## config.mk

```make
export PLATFORM = sky130hd
export DESIGN_NAME = serial_adder_ctrl
export DESIGN_NICKNAME = d
export VERILOG_FILES = /design/src/rtl/serial_adder_ctrl.sv
export SDC_FILE = /design/constraint.sdc
export NUM_CORES = 1
export LEC_CHECK = 0
export ABC_CLOCK_PERIOD_IN_PS = 2800
export CORE_MARGIN = 1.5
export CORE_UTILIZATION = 52
export DETAILED_ROUTE_END_ITERATION = 12
export PLACE_DENSITY = 0.88
export SLEW_MARGIN = 15
export SYNTH_ARGS = -nofsm -noshare
export SYNTH_HDL_FRONTEND = slang
export SYNTH_SLANG_ARGS = --single-unit
export TNS_END_PERCENT = 5
```

## constraint.sdc

```tcl
create_clock -name clk -period 2.8 [get_ports clk]
set_clock_uncertainty 0.15 [all_clocks]
set_input_delay 0.28 -clock clk [delete_from_list [all_inputs] [get_ports clk]]
set_output_delay 0.28 -clock clk [all_outputs]
set_load 0.05 [all_outputs]
```

## src/rtl/serial_adder_ctrl.sv

```systemverilog
// Bit-serial adder: two chained half adders plus a carry flop process one bit pair
// per cycle, LSB first, with valid/ready handshakes on the operand and result sides.
module serial_adder_ctrl #(
    parameter int WIDTH = 8
) (
    input  logic             clk,
    input  logic             rst_n,
    input  logic             in_valid,
    output logic             in_ready,
    input  logic [WIDTH-1:0] a,
    input  logic [WIDTH-1:0] b,
    output logic             out_valid,
    input  logic             out_ready,
    output logic [WIDTH-1:0] sum,
    output logic             cout,
    output logic             busy
);

    localparam int CW = (WIDTH > 1) ? $clog2(WIDTH) : 1;

    typedef enum logic [1:0] {
        IDLE,
        SHIFT,
        DONE
    } state_t;

    state_t           state;
    logic [WIDTH-1:0] a_sh;
    logic [WIDTH-1:0] b_sh;
    logic [WIDTH-1:0] res;
    logic             carry;
    logic [CW-1:0]    count;

    logic p;
    logic g;
    logic s;
    logic h;

    // First half adder combines the operand bits, second folds in the carry.
    assign p = a_sh[0] ^ b_sh[0];
    assign g = a_sh[0] & b_sh[0];
    assign s = p ^ carry;
    assign h = p & carry;

    assign sum = res;

    always_ff @(posedge clk or negedge rst_n) begin
        if (!rst_n) begin
            state     <= IDLE;
            a_sh      <= '0;
            b_sh      <= '0;
            res       <= '0;
            carry     <= 1'b0;
            count     <= '0;
            cout      <= 1'b0;
            in_ready  <= 1'b1;
            out_valid <= 1'b0;
            busy      <= 1'b0;
        end else begin
            case (state)
                IDLE: begin
                    if (in_valid) begin
                        a_sh     <= a;
                        b_sh     <= b;
                        carry    <= 1'b0;
                        count    <= '0;
                        state    <= SHIFT;
                        in_ready <= 1'b0;
                        busy     <= 1'b1;
                    end
                end
                SHIFT: begin
                    carry <= g | h;
                    a_sh  <= a_sh >> 1;
                    b_sh  <= b_sh >> 1;
                    res   <= {s, res[WIDTH-1:1]};
                    count <= count + 1'b1;
                    // The last bit pair lands the result word; its carry becomes cout.
                    if (count == CW'(WIDTH - 1)) begin
                        state     <= DONE;
                        cout      <= g | h;
                        busy      <= 1'b0;
                        out_valid <= 1'b1;
                    end
                end
                DONE: begin
                    if (out_ready) begin
                        state     <= IDLE;
                        out_valid <= 1'b0;
                        in_ready  <= 1'b1;
                    end
                end
                default: begin
                    state     <= IDLE;
                    in_ready  <= 1'b1;
                    out_valid <= 1'b0;
                    busy      <= 1'b0;
                end
            endcase
        end
    end

endmodule
```

Word-level counts from Yosys, hierarchy flattened
Cells that the tools add are included.
Storage, ports and cells
  memory bits (read-only): 0
  logic and storage cells: 53
  output and inout bits: 12
  flip-flop bits (word level): 34
  memory bits (writable): 0
  latch bits: 0
  input port bits: 20
  memories: 0
Operators by class
  equality and inequality tests: 6
  $mul: 0
  divide/modulo/power cells: 0
  reduce and logical (&&, ||, !) cells: 8
  bitwise operators: 8
  $add $sub $neg: 1
  $lt $le $gt $ge: 0
  shifts and indexed selects: 0
  muxes and demuxes: 20
Operator list (number)
  8-bit one-hot mux with 2 select lines: 2
  8-bit 2-to-1 mux: 2
  3-bit AND reduction: 4
  1-bit one-hot mux with 3 select lines: 3
  1-bit 2-to-1 mux: 6
  2-bit 2-to-1 mux: 3
  2-bit != test (second input constant): 3
  2-bit one-hot mux with 3 select lines: 1
  3-bit one-hot mux with 2 select lines: 1
  2-bit AND reduction: 2
  3-bit by 1-bit adder with 3-bit output (second input constant): 1
  3-bit == test (second input constant): 1
  3-bit 2-to-1 mux: 1
  1-bit NOT: 3
  1-bit bitwise AND: 2
  2-bit by 1-bit == test with 1-bit output (second input constant): 1
  2-bit == test (second input constant): 1
  2-bit zero test: 1
  1-bit one-hot mux with 2 select lines: 1
  2-bit nonzero test: 1
  1-bit XOR: 2
  1-bit OR: 1

Longest topological paths before layout
Gate-level depths: netlist of the first run.
  word-level depth: 4
  depth in mapped cells: 5
  gate-level depth less buffers: 5

Least setup slack after synthesis of the first run
Ideal clock, no wire load.
  path type: register -> register
  start: register count[0]
  end: register cout
  required time: 2.522 ns
  buffers on the path: 0
  slack: 1.370 ns
  library setup time: 0.128 ns
  cell stages (with the launch flop): 5
  arrival: 1.152 ns
  period minus slack after synthesis: 1.430 ns
  cells stage by stage: dfrtp_1 > ha_1 > ha_1 > nand2_1 > mux2_1
On the way
  word-level cells in the longest chain between the ends: 2
Ends and longest elaborated chain
  start, declared: line 32  | logic [CW-1:0] count;
  start signal, assigned: line 77  | count <= count + 1'b1;
  3-bit == test: line 79  | if (count == CW'(WIDTH - 1)) begin
  2-bit AND reduction (no line)
  end signal, assigned: line 81  | cout <= g | h;
  end, declared: line 15  | output logic cout,
Every way passes these cells.
A chain may end at the register's enable or synchronous reset.

Worst setup path in the final report of the first run
  start: register in_ready
  end: output in_ready
RTL lines
  start, declared: line 9  | output logic in_ready,
  start signal, assigned: line 56  | in_ready <= 1'b1;
  start signal, assigned: line 68  | in_ready <= 1'b0;
  start signal, assigned: line 90  | in_ready <= 1'b1;
No word-level cell between the ends.

==> out/results.txt, run 1 <==
DP Cell Count -> 222
share of the synthesized area in the top cell type -> 0.501
ranking of synthesized cells by area -> dfrtp_1 (50%), nor3_2 (9.7%), nand2_1 (6.8%)
worst flop-to-flop path endpoint -> cout
measured slew at the worst slew-check pin -> 0.511 ns
Total Wirelength -> 3150 um
worst path cell trace -> clkdlybuf4s50_1
nets@finish -> 208
cts hold-fix bufs -> 0
Die ar. -> 3520 sq um
status -> complete, no violations
Simple-Gate Fraction of Synth Area -> 0.246
XOR/XNOR share of the synthesized area -> 0
min cycle time layout -> 2.10 ns
most numerous cell in the Yosys netlist -> dfrtp_1
Die Ht -> 59.3 um
Yosys Warn Count -> 0
Comb pwr share -> 0.499
gr usage total -> 0.208
Starting Density -> 0.545
Max VDD drop -> 0.000476 V
drt wl/cell -> 13.8 um
adder and majority cell fraction of the synthesized area -> 0.0273
worst skew pair latency -> 0.34 ns
RSZ-0062 raised after global routing -> false
fin. max-slew vios -> 0
Clk pwr share -> 0.108
detailed-route via count -> 1272
Longest Clk Path Bufs -> 2
drt via density -> 5.55
Max Fclk -> 477 MHz
# IOs -> 32
count of final hold-check violations -> 0
compound-cell area share of the yosys netlist -> 0.152
Syn Area/Cell -> 10.5 sq um
Buf/Inv on CP -> 1
Seq/Total Area, Yosys -> 0.517
Worst Path Required -> 2.37 ns
# clock sinks -> 34
area leader, netlist -> dfrtp_1
initial antenna violation count -> 0
DRC -> 0
PwrDens -> 1150 nW/um^2
hold slack -> 0.121 ns
largest net degree at the start of global routing -> 36
Critical Path Max Stage Delay -> 0.79 ns
async set-or-reset flop fraction in the synthesized netlist -> 1.00
reg2reg path depth -> 4
final worst slack -> 0.704 ns
DP HPWL -> 2200 um
Syn-to-layout area delta -> 21.0%
vias in the first global route -> 1271
grt total ovfl -> 0
Setup Viol. Count Final -> 0
main combinational cell family by area after synthesis -> simple AND/OR/NAND/NOR gates
Core Region -> 3030 sq um
fin crit share -> 0.749
die width -> 59.3 um
IO Port Bufs -> 31
Syn Nets -> 180
max-cap violations -> 0
Sw Pwr -> 1.04 mW
drt pass-1 iters -> 4
post_cts resized -> 0
WS Path Type -> flip-flop to primary output
Post-synth top cells -> dfrtp_1 (33), nand2_1 (30), nor3_2 (16)
Reg2Reg Setup Slack -> 0.95 ns
TritonCTS buffer count -> 5
CP arrival -> 1.67 ns
hold crit path type -> input port to asynchronous set/reset pin
CP delay by family, top -> buffers and inverters
CTS root buf -> clkbuf_4
Worst path slowest cell -> clkdlybuf4s50_1
Clock transition at path regs -> 0.10 ns
Yosys reg bits -> 34
Cell variety after synth -> 26
Synth Cell Area -> 1650 sq um
Antenna Violating Nets Remaining -> 0
Mapped Cells -> 157
multiplexer area fraction after synthesis -> 0.00683
Internal -> 1.25 mW
placement row count -> 20
Sw Ratio -> 0.455
layout cells sized above 1 -> 0.168
Max H-tree Level -> 2
Stages on worst setup path -> 1
buffers inserted by post-CTS timing repair -> 0
worst-path maximum fanout -> 3
most common flop cell mapped by yosys -> dfrtp_1
CTS tree -> yes
Post-synth EDFFs -> 0
sequential share of power -> 0.394
non-filler cells, final -> 229
GP Congestion -> 0.735
Leakage -> 0.826 nW
ant diodes -> 0
Post-Place Worst Slack -> 0.832 ns
first-pass GRT wire length -> 5380 um
final core occ -> 0.659
Starting DRT DRC Count -> 43
RR Startpoint -> state[0]
CP endpoint kind -> primary output
Critical Path Start Type -> flip-flop
relative slew slack -> 0.658
setup_tns -> 0 ns
[worst max-delay path by stage]
stage / from / endpoint / slack [ns]
after CTS: in_ready / in_ready / 0.68
after global routing: in_ready / in_ready / 0.65
final: in_ready / in_ready / 0.70
after detailed placement: in_valid / b_sh[5] / 0.83
after floorplan: count[0] / cout / 1.37
after global placement: in_valid / b_sh[6] / 0.91
[cell families (layout without fill, tap and decap cells)]
group                    after synthesis  in the layout
adder cells (fa/ha/maj)                3              3
buffers and inverters                 13             41
flip-flops                            34             34
multiplexers                           1              1
AND/OR/NAND/NOR                       71             71
AO/OA/AOI/OAI                         35             35
[flip-flops by register name, indices dropped and copies added (netlist names)]
register and flops:
carry 1, busy 1, a_sh 8, count 3, in_ready 1, cout 1, state 2, out_valid 1
b_sh 8, sum 8
[metal layers]
metal | vias to the layer above | wire length (um) | GRT usage | share of wire
met4 | 0 | 80 | 0.0974 | 0.025
met3 | 9 | 156 | 0.0590 | 0.050
met5 | - | 0 | 0 | 0
li1 | 616 | - | - | -
met1 | 605 | 1300 | 0.253 | 0.41
met2 | 42 | 1610 | 0.339 | 0.51
[power by group through the flow]
stage / Combinational, mW / Sequential [mW] / Clock [mW]
finish: 1.15 / 0.904 / 0.247
global placement: 1.11 / 0.897 / 0
floorplan: 0.613 / 1.15 / 0
global route: 1.26 / 0.936 / 0.279
CTS: 1.15 / 0.903 / 0.256
detailed placement: 1.16 / 0.913 / 0
[cells in the final DEF (no fill, tap or decap), drive strengths merged, types with 2 or more instances in the layout]
cell	synthesis	final
clkinv	0	2
nand2b	2	2
o32ai	6	6
ha	2	2
clkbuf	0	5
a21oi	2	2
dfrtp	33	33
clkdlybuf4s50	0	31
buf	12	2
o22ai	14	14
o21ai	7	7
nor3	24	24
nand2	30	30
a22o	3	3
nor2	12	12
[cell type report]
type	instances	area, sq um
well taps	44	55.1
clock inverters	2	10.0
flip-flops and latches	34	852
inverters	1	3.75
fillers	258	1030
repair buffers	33	325
multi-input cells	110	712
clock buffers	5	37.5
[metrics by stage]
| stage | cell area (sq um) | power, mW |
|---|---|---|
| 6_report | 2000 | 2.30 |
| 5_1_grt | 2000 | 2.47 |
| 4_1_cts | 2000 | 2.31 |
| 3_5_place_dp | 1950 | 2.07 |
| 3_3_place_gp | 1950 | 2.01 |
| 2_1_floorplan | 1650 | 1.77 |
Power figures use the tool's default switching activity.
==> inputs of run 2 (changes only) <==
--- a/config.mk
+++ b/config.mk
@@ -5,11 +5,11 @@
 export SDC_FILE = /design/constraint.sdc
 export NUM_CORES = 1
 export LEC_CHECK = 0
-export ABC_CLOCK_PERIOD_IN_PS = 2800
+export ABC_CLOCK_PERIOD_IN_PS = 1830
 export CORE_MARGIN = 1.5
-export CORE_UTILIZATION = 52
+export CORE_UTILIZATION = 46
 export DETAILED_ROUTE_END_ITERATION = 12
-export PLACE_DENSITY = 0.88
+export PLACE_DENSITY = 0.83
 export SLEW_MARGIN = 15
 export SYNTH_ARGS = -nofsm -noshare
 export SYNTH_HDL_FRONTEND = slang
==> constraint.sdc (replaced) <==
create_clock -name clk -period 1.83 [get_ports clk]
set_clock_uncertainty 0.15 [all_clocks]
set_input_delay 0.183 -clock clk [delete_from_list [all_inputs] [get_ports clk]]
set_output_delay 0.183 -clock clk [all_outputs]
set_load 0.05 [all_outputs]
==> out/results.txt, run 2 (same netlist as run 1, synthesis figures left out) <==
PwrDens -> 1870 nW/um^2 (was 1150 nW/um^2)
fin crit share -> 0.876
IO Port Bufs -> 31 (unchanged)
commonest non-fill, non-tap cells in the layout -> dfrtp_1 (33), nand2_1 (30), clkdlybuf4s50_1 (19), nor3_2 (16), buf_4 (15) (was dfrtp_1 (33), clkdlybuf4s50_1 (31), nand2_1 (30), nor3_2 (16), o22ai_1 (14))
Worst path slowest cell -> dlygate4sd2_1 (was clkdlybuf4s50_1)
post_cts resized -> 3 (was 0)
# IOs -> 32 (unchanged)
worst-path maximum fanout -> 3 (unchanged)
Syn-to-layout area delta -> 25.3% (was 21.0%)
CP delay by family, top -> buffers and inverters (unchanged)
buffers inserted by post-CTS timing repair -> 0 (unchanged)
relative slew slack -> 0.678 (was 0.658)
CTS tree -> yes (unchanged)
vias in the first global route -> 1257 (was 1271)
status -> complete, no violations (unchanged)
Max Fclk -> 624 MHz
GP Congestion -> 0.762 (was 0.735)
DP HPWL -> 2330 um (was 2200 um)
Max H-tree Level -> 2 (unchanged)
fin. max-slew vios -> 0 (unchanged)
setup_tns -> 0 ns (unchanged)
ant diodes -> 0 (unchanged)
count of final hold-check violations -> 0 (unchanged)
TritonCTS buffer count -> 5 (unchanged)
max-cap violations -> 0 (unchanged)
WS Path Type -> flip-flop to primary output (unchanged)
die width -> 62.9 um (was 59.3 um)
Starting Density -> 0.487 (was 0.545)
post-placement cell area -> 1960 sq um (was 1950 sq um)
final worst slack -> 0.228 ns (was 0.704 ns)
worst skew pair latency -> 0.34 ns (about the same)
Max VDD drop -> 0.00113 V (was 0.000476 V)
Clock transition at path regs -> 0.11 ns (was 0.10 ns)
CP endpoint kind -> primary output (unchanged)
Total Wirelength -> 3390 um (was 3150 um)
gr usage total -> 0.185 (was 0.208)
Leakage -> 0.890 nW (was 0.826 nW)
detailed-route via count -> 1313 (was 1272)
grt total ovfl -> 0 (unchanged)
RSZ-0062 raised after global routing -> false (unchanged)
Critical Path Max Stage Delay -> 0.54 ns (was 0.79 ns)
Core Region -> 3390 sq um (was 3030 sq um)
hold slack -> 0.0949 ns (was 0.121 ns)
Longest Clk Path Bufs -> 2 (unchanged)
Die Ht -> 62.9 um (was 59.3 um)
Starting DRT DRC Count -> 71 (was 43)
drt wl/cell -> 14.4 um (was 13.8 um)
Reg2Reg Setup Slack -> 0.29 ns (was 0.95 ns)
Design Power -> 3.86 mW (was 2.30 mW)
initial antenna violation count -> 0 (unchanged)
final core occ -> 0.609 (was 0.659)
reg2reg path depth -> 4 (unchanged)
placement row count -> 21 (was 20)
Antenna Violating Nets Remaining -> 0 (unchanged)
measured slew at the worst slew-check pin -> 0.485 ns (was 0.511 ns)
hold crit path type -> input port to asynchronous set/reset pin (unchanged)
CTS root buf -> clkbuf_4 (unchanged)
DP Cell Count -> 228 (was 222)
Worst Path Required -> 1.50 ns (was 2.37 ns)
Critical Path Start Type -> flip-flop (unchanged)
Setup Viol. Count Final -> 0 (unchanged)
first-pass GRT wire length -> 5730 um (was 5380 um)
largest net degree at the start of global routing -> 35 (was 36)
Post-Place Worst Slack -> 0.226 ns (was 0.832 ns)
Die ar. -> 3950 sq um (was 3520 sq um)
worst flop-to-flop path endpoint -> cout (unchanged)
drt pass-1 iters -> 4 (unchanged)
CP arrival -> 1.27 ns (was 1.67 ns)
min cycle time layout -> 1.60 ns
layout cells sized above 1 -> 0.237 (was 0.168)
cts hold-fix bufs -> 0 (unchanged)
# clock sinks -> 34 (unchanged)
final instance area -> 2070 sq um (was 2000 sq um)
nets@finish -> 212 (was 208)
Buf/Inv on CP -> 1 (unchanged)
drt via density -> 5.56 (was 5.55)
non-filler cells, final -> 236 (was 229)
RR Startpoint -> count[0] (was state[0])
DRC -> 0 (unchanged)
worst path cell trace -> dlygate4sd2_1 (was clkdlybuf4s50_1)
commonest non-fill, non-tap cell in the layout -> dfrtp_1 (unchanged)
-- run 2: layer usage --
metal,part of all wire,vias to the layer above,wire [um],GRT usage
met3,0.048,7,163,0.0523
met5,0,-,0,0
met1,0.45,645,1530,0.241
li1,-,624,-,-
met2,0.49,37,1650,0.297
met4,0.014,0,49,0.0639
-- run 2: area by class of cell --
class	instances	area, sq um
fill	283	1320
sequential	34	852
tap	46	57.6
inverter	1	3.75
clock inverter	2	60.1
clock buffer	6	51.3
timing repair buffer	37	329
multi-input combinational	110	712
-- run 2: how the worst max path moves through the flow --
| stage | from | end | cells past startpoint |
|---|---|---|---|
| floorplan | count[0] | cout | 4 |
| global placement | in_valid | a_sh[0] | 4 |
| detailed placement | in_valid | b_sh[0] | 4 |
| CTS | sum[1] | sum[1] | 1 |
| global route | sum[1] | sum[1] | 1 |
| finish | sum[1] | sum[1] | 1 |
-- run 2: report_power, final --
part | leakage, nW | switching, mW | total, mW | internal [mW]
clock network | 0.0585 | 0.260 | 0.723 | 0.463
logic | 0.424 | 1.08 | 1.73 | 0.645
registers | 0.407 | 0.295 | 1.41 | 1.11
==> inputs of run 3 (changes only) <==
--- a/config.mk
+++ b/config.mk
@@ -10,6 +10,7 @@
 export CORE_UTILIZATION = 46
 export DETAILED_ROUTE_END_ITERATION = 12
 export PLACE_DENSITY = 0.83
+export RECOVER_POWER = 50
 export SLEW_MARGIN = 15
 export SYNTH_ARGS = -nofsm -noshare
 export SYNTH_HDL_FRONTEND = slang
==> out/results.txt, run 3 (same netlist as run 1, synthesis figures left out) <==
status -> complete, no violations (unchanged)
hold crit path type -> input port to flip-flop (was input port to asynchronous set/reset pin)
vias in the first global route -> 1257 (unchanged)
grt total ovfl -> 0 (unchanged)
Stages on worst setup path -> 1 (unchanged)
measured slew at the worst slew-check pin -> 0.835 ns (was 0.485 ns)
Die Ht -> 62.9 um (unchanged)
ant diodes -> 0 (unchanged)
worst path cell trace -> dlygate4sd2_1 (unchanged)
Starting Density -> 0.487 (unchanged)
Post-Place Worst Slack -> 0.226 ns (unchanged)
cts hold-fix bufs -> 0 (unchanged)
PwrDens -> 1860 nW/um^2 (was 1870 nW/um^2)
drt via density -> 5.55 (was 5.56)
DP HPWL -> 2330 um (unchanged)
Filler cells -> 289 (was 283)
WS Path Type -> flip-flop to primary output (unchanged)
CP arrival -> 1.27 ns (about the same)
GP Congestion -> 0.762 (unchanged)
commonest non-fill, non-tap cell in the layout -> dfrtp_1 (unchanged)
Max H-tree Level -> 2 (unchanged)
Buf/Inv on CP -> 1 (unchanged)
CP delay by family, top -> buffers and inverters (unchanged)
commonest non-fill, non-tap cells in the layout -> dfrtp_1 (33), nand2_1 (30), clkdlybuf4s50_1 (18), nor3_2 (16), o22ai_1 (14) (was dfrtp_1 (33), nand2_1 (30), clkdlybuf4s50_1 (19), nor3_2 (16), buf_4 (15))
initial antenna violation count -> 0 (unchanged)
drt pass-1 iters -> 4 (unchanged)
Critical Path Max Stage Delay -> 0.54 ns (about the same)
fin crit share -> 0.875 (was 0.876)
die width -> 62.9 um (unchanged)
buffers inserted by post-CTS timing repair -> 0 (unchanged)
relative slew slack -> 0.444 (was 0.678)
worst skew pair latency -> 0.34 ns (about the same)
post_cts resized -> 3 (unchanged)
first-pass GRT wire length -> 5730 um (unchanged)
# clock sinks -> 34 (unchanged)
Critical Path Start Type -> flip-flop (unchanged)
CTS root buf -> clkbuf_4 (unchanged)
drt wl/cell -> 14.4 um (about the same)
hold path depth -> 3
Max VDD drop -> 0.00110 V (was 0.00113 V)
fin. max-slew vios -> 0 (unchanged)
Longest Clk Path Bufs -> 2 (unchanged)
gr usage total -> 0.185 (unchanged)
reg2reg path depth -> 4 (unchanged)
Die ar. -> 3950 sq um (unchanged)
Setup Viol. Count Final -> 0 (unchanged)
nets@finish -> 212 (unchanged)
non-filler cells, final -> 236 (unchanged)
RSZ-0062 raised after global routing -> false (unchanged)
DP Cell Count -> 228 (unchanged)
CTS tree -> yes (unchanged)
Leakage -> 0.871 nW (was 0.890 nW)
IO Port Bufs -> 31 (unchanged)
placement row count -> 21 (unchanged)
Syn-to-layout area delta -> 24.0% (was 25.3%)
Starting DRT DRC Count -> 71 (unchanged)
final worst slack -> 0.228 ns (about the same)
worst-path maximum fanout -> 3 (unchanged)
max-cap violations -> 0 (unchanged)
# IOs -> 32 (unchanged)
Worst Path Required -> 1.50 ns (about the same)
detailed-route via count -> 1309 (was 1313)
Core Region -> 3390 sq um (unchanged)
TritonCTS buffer count -> 5 (unchanged)
largest net degree at the start of global routing -> 35 (unchanged)
min cycle time layout -> 1.60 ns (about the same)
count of final hold-check violations -> 0 (unchanged)
layout cells sized above 1 -> 0.211 (was 0.237)
Antenna Violating Nets Remaining -> 0 (unchanged)
Clock transition at path regs -> 0.11 ns (about the same)
DRC -> 0 (unchanged)
Total Wirelength -> 3390 um (about the same)
final core occ -> 0.603 (was 0.609)
setup_tns -> 0 ns (unchanged)
CP endpoint kind -> primary output (unchanged)
Max Fclk -> 624 MHz (about the same)
Worst path slowest cell -> dlygate4sd2_1 (unchanged)
==> run 3: changes by cell type in the layout (fill, tap and decap cells not counted), sizes merged <==
cell | previous run | this run
buf | 15 | 9
clkbuf | 6 | 12
clkdlybuf4s50 | 19 | 18
dlygate4sd3 | 0 | 1
==> run 3: tightest hold or removal path: stages <==
cell             delay [ns]
clkdlybuf4s50_1        0.39
nand2_1                0.05
o21ai_0                0.06
==> run 3: layout make-up <==
type	instances	area [sq um]	share of cell area
flip-flops and latches	34	852	0.417
multi-input cells	110	712	0.348
repair buffers	37	308	0.151
clock inverters	2	60.1	0.0294
well taps	46	57.6	0.0282
clock buffers	6	51.3	0.0251
inverters	1	3.75	0.00184
==> run 3: path summary, 6_finish.rpt <==
kind,from,to,slack [ns]
worst min register to register,sum[0],sum[0],0.35
worst max-delay path,sum[1],sum[1],0.23
worst max register to register,count[0],cout,0.29
worst min-delay path,a[7],a_sh[7],0.24
min in group asynchronous,rst_n,sum[5],0.32
max in group asynchronous,rst_n,b_sh[6],0.69
==> run 3: layer usage <==
layer  track usage  wire (um)  up-vias
met1         0.241       1530      641
met4        0.0639         49        0
met5             0          0        -
li1              -          -      624
met2         0.297       1650       37
met3        0.0523        159        7
==> run 3: metrics by stage <==
step           cell area (sq um)  hold WS [ns]  power (mW)
3_5_place_dp                1960         0.337        3.17
5_1_grt                     2040         0.275        4.06
3_3_place_gp                1960         0.313        3.08
4_1_cts                     2070         0.118        3.88
2_1_floorplan               1650        -0.263        2.70
6_report                    2040         0.239        3.81
==> run 3: power breakdown <==
part / switching (mW) / internal [mW]
Sequential: 0.294 / 1.11
Clock: 0.260 / 0.463
Combinational: 1.09 / 0.596
